File: config.mk
export PLATFORM = sky130hd
export DESIGN_NAME = pwm_peripheral_flat
export DESIGN_NICKNAME = d
export VERILOG_FILES = /design/src/rtl/pwm_peripheral_if.sv /design/src/rtl/pwm_peripheral.sv /design/src/flat_wrapper.sv
export SDC_FILE = /design/constraint.sdc
export NUM_CORES = 1
export LEC_CHECK = 0
export CORE_MARGIN = 2
export CORE_UTILIZATION = 40
export DETAILED_ROUTE_END_ITERATION = 8
export PLACE_DENSITY = 0.73
export RECOVER_POWER = 100
export SETUP_SLACK_MARGIN = 0.15
export SLEW_MARGIN = 20
export SYNTH_ARGS = -nofsm -noshare
export SYNTH_HDL_FRONTEND = slang
export SYNTH_SLANG_ARGS = --single-unit
export TNS_END_PERCENT = 5
File: constraint.sdc
create_clock -name clk -period 1.87 [get_ports clk]
set_input_delay 0.374 -clock clk [delete_from_list [all_inputs] [get_ports clk]]
set_output_delay 0.374 -clock clk [all_outputs]
set_load 0.1 [all_outputs]
File: src/rtl/pwm_peripheral_if.sv
// pwm_peripheral_if: configuration registers in, chip outputs and period strobe out
interface pwm_peripheral_if;
   logic [7:0]  en_reg_out_7_0;
   logic [7:0]  en_reg_out_15_8;
   logic [7:0]  en_reg_pwm_7_0;
   logic [7:0]  en_reg_pwm_15_8;
   logic [7:0]  pwm_duty_cycle;
   logic [15:0] out;
   logic        period_start;
   modport master (
      output en_reg_out_7_0, en_reg_out_15_8, en_reg_pwm_7_0, en_reg_pwm_15_8, pwm_duty_cycle,
      input  out, period_start
   );
   modport slave (
      input  en_reg_out_7_0, en_reg_out_15_8, en_reg_pwm_7_0, en_reg_pwm_15_8, pwm_duty_cycle,
      output out, period_start
   );
endinterface

File: src/rtl/pwm_peripheral.sv
// pwm_peripheral: prescaled 8-bit PWM shared by 16 outputs, each forced low, static high or PWM
module pwm_peripheral #(
   parameter int CLK_DIV = 13
) (
   input logic              clk,
   input logic              rst,
   pwm_peripheral_if.slave  bus
);
   localparam int PW = (CLK_DIV > 1) ? $clog2(CLK_DIV) : 1;
   logic [PW-1:0] r_prescaler;
   logic [7:0]    r_pwm_cnt;
   logic [7:0]    r_duty_active;
   logic [15:0]   r_out;
   logic          r_period_start;
   logic          w_tick;
   logic          w_wrap;
   logic          w_level;
   logic [15:0]   w_en_out;
   logic [15:0]   w_en_pwm;
   assign w_tick   = r_prescaler == PW'(CLK_DIV - 1);
   assign w_wrap   = w_tick && r_pwm_cnt == 8'hFF;
   assign w_level  = r_duty_active == 8'hFF || r_pwm_cnt < r_duty_active;
   assign w_en_out = {bus.en_reg_out_15_8, bus.en_reg_out_7_0};
   assign w_en_pwm = {bus.en_reg_pwm_15_8, bus.en_reg_pwm_7_0};
   // duty is shadowed until the period boundary; enables are applied immediately
   always_ff @(posedge clk) begin
      if (rst) begin
         r_prescaler    <= '0;
         r_pwm_cnt      <= '0;
         r_duty_active  <= '0;
         r_out          <= '0;
         r_period_start <= 1'b0;
      end else begin
         r_prescaler    <= w_tick ? '0 : r_prescaler + PW'(1);
         r_pwm_cnt      <= w_tick ? r_pwm_cnt + 8'd1 : r_pwm_cnt;
         r_duty_active  <= w_wrap ? bus.pwm_duty_cycle : r_duty_active;
         r_period_start <= w_wrap;
         r_out          <= w_en_out & (~w_en_pwm | {16{w_level}});
      end
   end
   assign bus.out          = r_out;
   assign bus.period_start = r_period_start;
endmodule

File: src/flat_wrapper.sv
// flat-port wrapper written by rule: the top's interface ports become plain ports
module pwm_peripheral_flat 
#(
   parameter int CLK_DIV = 13
)
  (clk, rst, bus_en_reg_out_7_0, bus_en_reg_out_15_8, bus_en_reg_pwm_7_0, bus_en_reg_pwm_15_8, bus_pwm_duty_cycle, bus_out, bus_period_start);
  pwm_peripheral_if bus_i ();
  input logic clk;
  input logic rst;
  input wire logic [$bits(bus_i.en_reg_out_7_0)-1:0] bus_en_reg_out_7_0;
  input wire logic [$bits(bus_i.en_reg_out_15_8)-1:0] bus_en_reg_out_15_8;
  input wire logic [$bits(bus_i.en_reg_pwm_7_0)-1:0] bus_en_reg_pwm_7_0;
  input wire logic [$bits(bus_i.en_reg_pwm_15_8)-1:0] bus_en_reg_pwm_15_8;
  input wire logic [$bits(bus_i.pwm_duty_cycle)-1:0] bus_pwm_duty_cycle;
  output wire logic [$bits(bus_i.out)-1:0] bus_out;
  output wire logic [$bits(bus_i.period_start)-1:0] bus_period_start;
  assign bus_i.en_reg_out_7_0 = bus_en_reg_out_7_0;
  assign bus_i.en_reg_out_15_8 = bus_en_reg_out_15_8;
  assign bus_i.en_reg_pwm_7_0 = bus_en_reg_pwm_7_0;
  assign bus_i.en_reg_pwm_15_8 = bus_en_reg_pwm_15_8;
  assign bus_i.pwm_duty_cycle = bus_pwm_duty_cycle;
  assign bus_out = bus_i.out;
  assign bus_period_start = bus_i.period_start;
  pwm_peripheral #(.CLK_DIV(CLK_DIV)) u_core (.clk(clk), .rst(rst), .bus(bus_i));
endmodule
## Word level (Yosys, flattened, before mapping)

Index checks and enable logic that the tools add are counted.
W data, S select, Z words.

- Memories: 0
- Word-level logic and storage cells: 17
- Flip-flop bits (word level): 37
- Bits of input ports: 42
- Bits in latches: 0
- Bits in writable memories: 0
- ROM bits: 0

- Magnitude comparators: 1
- Multiplexer cells: 0
- Divide/modulo/power cells: 0
- Bitwise gates (word level): 3
- Shifts and indexed selects: 0
- $add $sub $neg: 2
- Eq/ne operators: 3
- Multipliers: 0
- Reductions and logical operators: 3

Operator list:

| cell | number |
|---|---|
| $and A16 B16 Y16 | 1 |
| $eq A8 B8 Y1 const B | 2 |
| $not A16 Y16 | 1 |
| $or A16 B16 Y16 | 1 |
| $add A8 B1 Y8 const B | 1 |
| $lt A8 B8 Y1 | 1 |
| $add A4 B1 Y4 const B | 1 |
| $eq A4 B4 Y1 const B | 1 |
| $reduce_or A2 Y1 | 1 |
| $logic_and A1 B1 Y1 | 1 |
| $logic_or A1 B1 Y1 | 1 |

## Longest topological paths before layout

Gate-level depths: netlist of run 1.

- Depth in word-level cells: 4
- Gate-level depth with buffers: 7
- Depth with buffers taken out: 6

## Least setup slack after synthesis of run 1

OpenSTA, ideal clock, no wires.

- Path type: register to register
- From: reg u_core.r_duty_active[6]
- To: reg u_core.r_out[10] (netlist: u_core.bus.out[10])
- Buffers on the path: 1
- Cell stages (with the launch flop): 8
- Data required time: 1754 ps
- Arrival time: 1554 ps
- Slack: 201 ps
- Clock period less this slack: 1669 ps
- Cells stage by stage: dfxtp_1 > inv_1 > ha_1 > and4_1 > o21ai_1 > o32ai_4 > buf_6 > a21oi_2

- Cells in the longest elaborated chain, start to end: 4
- Elaborated cells on any way between the ends: 5

RTL lines:

| element | RTL line | source |
|---|---|---|
| start: declaration | pwm_peripheral.sv:12 | `logic [7:0] r_duty_active;` |
| start signal: assignment | pwm_peripheral.sv:36 | `r_duty_active <= w_wrap ? bus.pwm_duty_cycle : r_duty_active;` |
| $lt A8 B8 Y1 / $eq A8 B8 Y1 (equally long branches) | pwm_peripheral.sv:22 | `assign w_level = r_duty_active == 8'hFF \|\| r_pwm_cnt < r_duty_active;` |
| $logic_or A1 B1 Y1 (*) | pwm_peripheral.sv:22 |  |
| $or A16 B16 Y16 (*) | pwm_peripheral.sv:38 | `r_out <= w_en_out & (~w_en_pwm \| {16{w_level}});` |
| $and A16 B16 Y16 (*) | pwm_peripheral.sv:38 |  |
| end signal: assignment | pwm_peripheral.sv:38 |  |
| end: declaration | pwm_peripheral.sv:13 | `logic [15:0] r_out;` |

Mark *: on every way between the ends. The rest lies on a longest branch, timed or not.
A chain may end at the register's enable or synchronous reset.

## Worst setup path in the final report of run 1

- From: reg u_core.r_duty_active[1]
- To: reg u_core.r_out[4] (netlist: u_core.bus.out[4])

Same word-level chain as after synthesis.

==> out/qor.yml, run 1 <==
cap_violations: 0
power.ir.vdd_worst_v: 0.000435
hpwl_mm: 2.35
initial_core_util: 0.412
synthesis.yosys.warnings: 0
critPathLaunchType: "register"
cts.sinks: 37
final_core_utilization: 0.606
status: "finished clean"
grt_usage: 0.179
pnr_total_power_uw: 1630
synthToLayoutAreaGrowth_pct: 47.1
insertion_delay_ps: 290
syn_nets: 214
worst_slew_pin_slew_ps: 558
power.switching_fraction: 0.257
post_cts_hold_buffer_count: 0
wl_mm: 3.38
synth_top_area_cell: "sky130_fd_sc_hd__dfxtp_1"
critPathArrivalTime_ps: 1940
finalSetupTns_ps: 0
die_area_sq_mm: 0.00459
grt_start_max_net_pins: 38
netlist_area_sq_mm: 0.00163
crit_type: "reg -> reg"
critical_path.endpoint_type: "register"
dpl-instance-area_sq_mm: 0.00224
crit_path_cell_trace: "inv_1 > ha_4 > a2111oi_4 > o32ai_4 > clkbuf_1 > buf_12 > a21oi_2"
power-per-cell-area_mw_per_mm2: 681
first_iter_violations: 68
worst-path-buf-inv: 3
viasPerCell: 4.88
floorplan.die.width_um: 67.7
number_of_buffers_inserted_during_clock_tree_synthesis: 5
yosysUniqueCellTypes: 29
clock.fmax_ghz: 0.580
synth.area.top_cells: "sky130_fd_sc_hd__dfxtp_1 (46%), sky130_fd_sc_hd__ha_1 (7.7%), sky130_fd_sc_hd__nand2b_1 (6.2%)"
nets: 279
p_switching_uw: 419
final-hold-violation-count: 0
routed-via-count: 1351
cts_tree: "done"
floorplan.core_area_sq_mm: 0.00394
worst_path_largest_cell_delay_ps: 390
synth_top_area_frac: 0.456
first_global_vias: 1340
intPower_uw: 1210
min_period_ps: 1720
antenna_found_initial: 0
finalClockSkew_ps: 3.92
placementRows: 23
postSynthRegisterBits: 37
syn_avg_cell_area_sq_um: 10.0
ctsRootBufferMaster: "sky130_fd_sc_hd__clkbuf_8"
drt_drc_violations_left: 0
timing.max_slew.rel_slack: 0.630
final-setup-viol-count: 0
hold_path.class: "reg -> reg"
numPortBuffers: 58
clk_pin_slew_worst_paths_ps: 70
dominantRegCellSynth: "sky130_fd_sc_hd__dfxtp_1"
yosysSeqAreaShare: 0.456
ioPinCount: 59
h-tree-depth: 2
required_time_of_the_critical_path_ps: 2090
finalCritPeriodShare: 0.922
rsz0062_at_grt: "true"
drtAntennaViolNets: 0
fin_area_sq_mm: 0.00239
grt_overflow: 0
critPathMaxFanout: 8
power.static_leakage_uw: 0.000998
slowest_stage: "sky130_fd_sc_hd__a2111oi_4"
grt_pass1_wl_mm: 5.96
clock_path_buffers: 2
comb_power_share: 0.159
gp_congestion: 0.736
synth_enable_flop_cells: 0
die_h_um: 67.7
drive_above_1_share: 0.242
clockPowerShare: 0.341
critical-path-top-delay-family: "compound AO/OA/AOI/OAI gates"
fraction_of_synthesis_flops_using_an_asynchronous_set_or_reset_pin: 0
first_pass_iters: 4
final_max_slew_viol_count: 0
power_frac_seq: 0.501
n_antenna_cell: 0
routedWlPerCell_um: 12.2
syn_inst: 162
-- layout make-up --
cell class	count	area (sq um)
repair buffers	65	593
flip-flops and latches	37	748
fillers	343	1550
well taps	50	62.6
inverters	10	37.5
multi-input cells	108	863
clock buffers	7	86.3
-- routing by layer --
layer	global-route usage	vias to the layer above	routed length, um
met4	0.0842	0	83
met1	0.217	611	1460
met2	0.255	53	1480
met3	0.0983	8	360
met5	0	-	0
li1	-	679	-
-- cells by family (layout without fill, tap and decap cells) --
family | after synthesis | count (layout) | synth area share
and+or+nand+nor | 55 | 55 | 0.186
xor gates and xnor gates | 8 | 8 | 0.0431
muxes | 9 | 9 | 0.0554
buffers and inverters | 17 | 82 | 0.0454
adders and majority gates | 10 | 10 | 0.0770
DFF | 37 | 37 | 0.456
AOI/OAI and AO/OA | 26 | 26 | 0.137
-- placed cells by master (no fill, tap or decap), drive strengths merged --
cell type      count
mux2i              9
xnor2              2
a2111oi            1
and3               3
inv               10
dfxtp             37
a21oi             19
clkdlybuf4s50     41
nor3b              1
nand2b            17
o32ai              1
nand4              4
or4                1
a21o               1
nor3               2
a41o               1
nor2              19
clkbuf            25
nand3              3
o21ai              2
xor2               6
o21a               1
buf                6
and4               3
ha                10
nand2              2
-- repair_timing --
item	in CTS	in global routing
setup endpoints to repair	16	16
cloned	1	0
pin swaps	1	3
setup buffers	2	1
hold endpoints to repair	0	0
resized for setup	7	10
-- final timing paths --
| check | slack [ps] | cells past startpoint | start | to |
|---|---|---|---|---|
| hold reg to reg | 490 | 1 | u_core.r_prescaler[0]$_SDFF_PP0_ | u_core.r_prescaler[0]$_SDFF_PP0_ |
| setup reg to reg | 150 | 7 | u_core.r_duty_active[1]$_SDFFE_PP0P_ | u_core.bus.out[4]$_SDFF_PP0_ |
| setup / recovery | 150 | 7 | u_core.r_duty_active[1]$_SDFFE_PP0P_ | u_core.bus.out[4]$_SDFF_PP0_ |
| hold / removal | 490 | 1 | u_core.r_prescaler[0]$_SDFF_PP0_ | u_core.r_prescaler[0]$_SDFF_PP0_ |
-- registers in the layout, indices dropped and copies added, names as in the netlist --
| register | cells |
|---|---|
| u_core.bus.period_start | 1 |
| u_core.bus.out | 16 |
| u_core.r_duty_active | 8 |
| u_core.r_prescaler | 4 |
| u_core.r_pwm_cnt | 8 |
-- power groups by stage --
stage / registers, uW / logic [uW] / clock network, uW
finish: 815 / 259 / 555
global route: 817 / 275 / 612
CTS: 816 / 268 / 575
detailed placement: 834 / 268 / 0
global placement: 833 / 266 / 0
floorplan: 934 / 44.1 / 0
-- worst reg2reg max path, cell delays in order, from the launching register on --
cell and delay (ps):
sky130_fd_sc_hd__dfxtp_1 370, sky130_fd_sc_hd__inv_1 90, sky130_fd_sc_hd__ha_4 250, sky130_fd_sc_hd__a2111oi_4 390, sky130_fd_sc_hd__o32ai_4 140, sky130_fd_sc_hd__clkbuf_1 140, sky130_fd_sc_hd__buf_12 140, sky130_fd_sc_hd__a21oi_2 130
-- through the flow --
step           hold slack (ps)  setup slack, ps  cells
3_3_place_gp               480              211    266
2_1_floorplan              453              201    162
4_1_cts                    496              152    276
5_1_grt                    509             51.5    277
6_report                   487              146    277
3_5_place_dp               484              153    266
-- synthesized netlist by cell type (all sizes together) (2+ instances only) --
cell type	count
a21oi	19
and3	3
and4	3
buf	3
clkbuf	4
dfxtp	37
ha	10
inv	10
mux2i	9
nand2	2
nand2b	17
nand3	3
nand4	4
nor2	19
nor3	2
o21ai	2
xnor2	2
xor2	6
Note: power is estimated with default switching activity, not from simulation.
==> run 2: changes to the inputs <==
--- a/config.mk
+++ b/config.mk
@@ -5,13 +5,14 @@
 export SDC_FILE = /design/constraint.sdc
 export NUM_CORES = 1
 export LEC_CHECK = 0
-export CORE_MARGIN = 2
+export CORE_MARGIN = 1
 export CORE_UTILIZATION = 40
 export DETAILED_ROUTE_END_ITERATION = 8
 export PLACE_DENSITY = 0.73
 export RECOVER_POWER = 100
+export REMOVE_ABC_BUFFERS = 1
 export SETUP_SLACK_MARGIN = 0.15
-export SLEW_MARGIN = 20
+export SLEW_MARGIN = 10
 export SYNTH_ARGS = -nofsm -noshare
 export SYNTH_HDL_FRONTEND = slang
 export SYNTH_SLANG_ARGS = --single-unit
==> run 2 against run 1 <==
Power shrank 2.1%. Critical path type unchanged. Largest cell class unchanged. Cell count is 0.72% lower. Clock skew increased by 2.1 ps. Clock-buffer cell count rose by 1. Critical endpoint is now u_core.bus.out[5]$_SDFF_PP0_.
==> out/qor.yml, run 2 (synthesis gave the netlist of run 1 again) <==
floorplan.die.width_um: 65.7
critPathLaunchType: "register"
insertion_delay_ps: 280
finalCritPeriodShare: 0.925
critPathArrivalTime_ps: 1910
h-tree-depth: 2
rsz0062_at_grt: "true"
crit_path_cell_trace: "inv_2 > ha_2 > and4_1 > o21ai_2 > o32ai_4 > clkbuf_16 > a21oi_2"
fillers: 322
regToRegSetupSlack_ps: 140
final-setup-viol-count: 0
whs_endpoint: "u_core.r_prescaler[0]$_SDFF_PP0_"
n_antenna_cell: 0
gp_congestion: 0.836
clock.fmax_ghz: 0.578
hold_path.class: "reg -> reg"
slowest_stage: "sky130_fd_sc_hd__dfxtp_2"
power.ir.vdd_worst_v: 0.000413
routed-via-count: 1362
pnr_total_power_uw: 1590
mostFrequentLayoutCell: "sky130_fd_sc_hd__clkdlybuf4s50_1"
required_time_of_the_critical_path_ps: 2050
finalClockSkew_ps: 6.00
number_of_buffers_inserted_during_clock_tree_synthesis: 5
antenna_found_initial: 0
drive_above_1_share: 0.242
die_area_sq_mm: 0.00432
synthToLayoutAreaGrowth_pct: 44.8
power-per-cell-area_mw_per_mm2: 677
min_period_ps: 1730
numPortBuffers: 58
floorplan.core_area_sq_mm: 0.00377
status: "finished clean"
first_iter_violations: 24
ctsRootBufferMaster: "sky130_fd_sc_hd__clkbuf_8"
finalSetupTns_ps: 0
first_global_vias: 1454
ff2ff_path_depth: 7
cap_violations: 0
die_h_um: 65.7
worst_path_largest_cell_delay_ps: 350
regToRegEndpoint: "u_core.bus.out[5]$_SDFF_PP0_"
critical_path.endpoint_type: "register"
drt_drc_violations_left: 0
min_from: "u_core.r_prescaler[0]$_SDFF_PP0_"
grt_start_max_net_pins: 38
wl_mm: 3.55
post_cts_hold_buffer_count: 0
cts.sinks: 37
cts_tree: "done"
grt_usage: 0.178
hpwl_mm: 2.50
placementRows: 22
clock_path_buffers: 2
critPathLaunch: "u_core.r_duty_active[7]$_SDFFE_PP0P_"
timing.max_slew.rel_slack: 0.634
most-common-layout-cells: "sky130_fd_sc_hd__clkdlybuf4s50_1 (41), sky130_fd_sc_hd__dfxtp_1 (32), sky130_fd_sc_hd__nor2_1 (19)"
critPathMaxFanout: 8
grt_pass1_wl_mm: 5.81
crit_type: "reg -> reg"
viasPerCell: 4.95
worst_slew_pin_slew_ps: 551
final-hold-violation-count: 0
first_pass_iters: 4
rr_startpoint: "u_core.r_duty_active[7]$_SDFFE_PP0P_"
number_of_flip_flops_under_the_largest_register_name: 16
drtAntennaViolNets: 0
power.static_leakage_uw: 0.000985
grt_overflow: 0
final_max_slew_viol_count: 0
clk_pin_slew_worst_paths_ps: 70
initial_core_util: 0.431
nets: 278
holdPathStages: 1
ioPinCount: 59
routedWlPerCell_um: 12.9
==> run 2: report_power, final <==
part	switching, uW	total (uW)	internal [uW]	leakage (uW)
Sequential	8.54	816	807	0.000304
Clock	259	523	265	0.0000395
Combinational	148	255	107	0.000642
==> run 2: what timing repair did <==
item / CTS / global route
endpoints found under the setup margin: 0 / 21
setup buffers: 0 / 2
resized for setup: 0 / 16
==> run 2: final cells by class <==
type                    instances  area (sq um)  area share
multi-input cells             108           858       0.365
flip-flops and latches         37           747       0.317
repair buffers                 64           571       0.242
clock buffers                   8          80.1      0.0340
well taps                      48          60.1      0.0255
inverters                      10          37.5      0.0159
==> run 2: how the worst max path moves through the flow <==
stage                     slack (ps)                       endpoint
after floorplan                   10   u_core.bus.out[0]$_SDFF_PP0_
after global routing              70  u_core.bus.out[14]$_SDFF_PP0_
after CTS                        170   u_core.bus.out[0]$_SDFF_PP0_
after global placement           230   u_core.bus.out[3]$_SDFF_PP0_
final                            140   u_core.bus.out[5]$_SDFF_PP0_
after detailed placement         180   u_core.bus.out[0]$_SDFF_PP0_
==> run 2: through the flow <==
step / hold slack, ps / utilization / cell area, sq um / setup WS, ps / instances
global route: 537 / 0.624 / 2350 / 65.4 / 275
CTS: 506 / 0.610 / 2300 / 169 / 272
detailed placement: 496 / 0.589 / 2220 / 180 / 264
global placement: 470 / 0.589 / 2220 / 230 / 264
finish: 499 / 0.624 / 2350 / 141 / 275
floorplan: 443 / - / 1590 / 14.7 / 155
==> run 2: critical path: cells and delay by family (launching register included) <==
family	cells	cell delay, ps
AO/OA/AOI/OAI	3	470
flip-flops	1	350
adder cells (fa/ha/maj)	1	310
buffers and inverters	2	270
AND/OR/NAND/NOR	1	210
==> run 2: per-layer routing <==
layer  share of wire  track usage
met5               0            0
met4           0.021       0.0625
met3            0.10       0.0851
met2            0.49        0.328
met1            0.39        0.170
==> run 3: changes to the inputs <==
==> constraint.sdc (replaced) <==
create_clock -name clk -period 1.85 [get_ports clk]
set_input_delay 0.37 -clock clk [delete_from_list [all_inputs] [get_ports clk]]
set_output_delay 0.37 -clock clk [all_outputs]
set_load 0.1 [all_outputs]
==> run 3 against run 2 <==
Sequential power up 1%. Power up 13%. Via count about the same. Cell count down 0.36%. Largest power group unchanged. Critical path depth unchanged. Combinational power up 2%. Sequential share of layout area down 0.38 points.
==> out/qor.yml, run 3 (synthesis gave the netlist of run 1 again) <==
drive_above_1_share: 0.243
floorplan.core_area_sq_mm: 0.00377
number_of_flip_flops_under_the_largest_register_name: 16
routed-via-count: 1363
fin_cells: 274
routedWlPerCell_um: 13.2
nets: 277
wl_mm: 3.62
grt_usage: 0.187
antenna_found_initial: 0
fin_hold_ws_ps: 506
clock.fmax_ghz: 0.581
rsz0062_at_grt: "true"
hold_path.class: "reg -> reg"
die_h_um: 65.7
grt_start_max_net_pins: 38
insertion_delay_ps: 290
initial_core_util: 0.431
drtAntennaViolNets: 0
critPathArrivalTime_ps: 1910
most-common-layout-cells: "sky130_fd_sc_hd__clkdlybuf4s50_1 (41), sky130_fd_sc_hd__dfxtp_1 (31), sky130_fd_sc_hd__nor2_1 (19)"
viasPerCell: 4.97
power.static_leakage_uw: 0.00100
cap_violations: 0
numPortBuffers: 58
grt_overflow: 0
status: "finished clean"
final_core_utilization: 0.633
finalCritPeriodShare: 0.930
min_period_ps: 1720
grt_pass1_wl_mm: 6.04
required_time_of_the_critical_path_ps: 2040
drt_drc_violations_left: 0
finalClockSkew_ps: 6.63
ctsRootBufferMaster: "sky130_fd_sc_hd__clkbuf_8"
hpwl_mm: 2.63
first_pass_iters: 4
post_cts_hold_buffer_count: 0
placementRows: 22
final_max_slew_viol_count: 0
first_iter_violations: 29
fillers: 300
pnr_total_power_uw: 1800
cts_tree: "done"
floorplan.die.width_um: 65.7
synthToLayoutAreaGrowth_pct: 46.8
gp_congestion: 0.857
h-tree-depth: 2
crit_type: "reg -> reg"
dpl-instance-area_sq_mm: 0.00223
mostFrequentLayoutCell: "sky130_fd_sc_hd__clkdlybuf4s50_1"
power.ir.vdd_worst_v: 0.000523
final-setup-viol-count: 0
multi_input_area_sq_um: 861
final-hold-violation-count: 0
cts.sinks: 37
critPathMaxFanout: 8
critical_path.endpoint_type: "register"
die_area_sq_mm: 0.00432
ioPinCount: 59
timing.max_slew.rel_slack: 0.633
dp.cells: 264
n_antenna_cell: 0
number_of_buffers_inserted_during_clock_tree_synthesis: 5
clock_path_buffers: 2
clk_pin_slew_worst_paths_ps: 70
sequential_cell_area_sq_um: 748
power-per-cell-area_mw_per_mm2: 756
first_global_vias: 1464
critPathLaunchType: "register"
fin_area_sq_mm: 0.00239
worst_slew_pin_slew_ps: 553
run 3: metrics by stage:
step,setup TNS (ps),setup WS (ps)
4_1_cts,0,144
3_5_place_dp,0,157
3_3_place_gp,0,208
5_1_grt,0,39.5
6_report,0,130
2_1_floorplan,-32.1,-5.35
run 3: where the power goes:
part,switching [uW],internal [uW],total (uW)
Sequential,8.91,816,825
Clock,280,439,719
Combinational,151,108,259
run 3: worst paths after layout:
check	start	to	slack [ps]	cells past startpoint
worst min register to register	u_core.r_prescaler[0]$_SDFF_PP0_	u_core.r_prescaler[0]$_SDFF_PP0_	510	1
worst max register to register	u_core.r_duty_active[4]$_SDFFE_PP0P_	u_core.bus.out[7]$_SDFF_PP0_	130	7
worst min-delay path	u_core.r_prescaler[0]$_SDFF_PP0_	u_core.r_prescaler[0]$_SDFF_PP0_	510	1
worst max-delay path	u_core.r_duty_active[4]$_SDFFE_PP0P_	u_core.bus.out[7]$_SDFF_PP0_	130	7
run 3: area by class of cell:
| type | count | area share |
|---|---|---|
| inverters | 10 | 0.0157 |
| well taps | 48 | 0.0252 |
| multi-input cells | 108 | 0.361 |
| clock inverters | 1 | 0.0126 |
| flip-flops and latches | 37 | 0.314 |
| repair buffers | 63 | 0.236 |
| clock buffers | 7 | 0.0362 |
run 3: repair_timing:
item	CTS	global route
setup endpoints to repair	1	23
gates resized for setup	0	14
setup buffers	0	1
pin swaps	0	8
cloned	0	1
run 3: routing by layer:
metal	wire, um	global-route usage
met4	76	0.0842
met1	1380	0.176
met5	0	0
met2	1800	0.334
met3	364	0.0920
run 3: worst max-delay path, cell delays in order (launching register included):
cell and delay, ps:
sky130_fd_sc_hd__dfxtp_2 360, sky130_fd_sc_hd__inv_2 50, sky130_fd_sc_hd__ha_4 250, sky130_fd_sc_hd__and4_1 190
sky130_fd_sc_hd__o21ai_1 100, sky130_fd_sc_hd__o32ai_4 380, sky130_fd_sc_hd__clkbuf_16 240, sky130_fd_sc_hd__a21oi_2 60
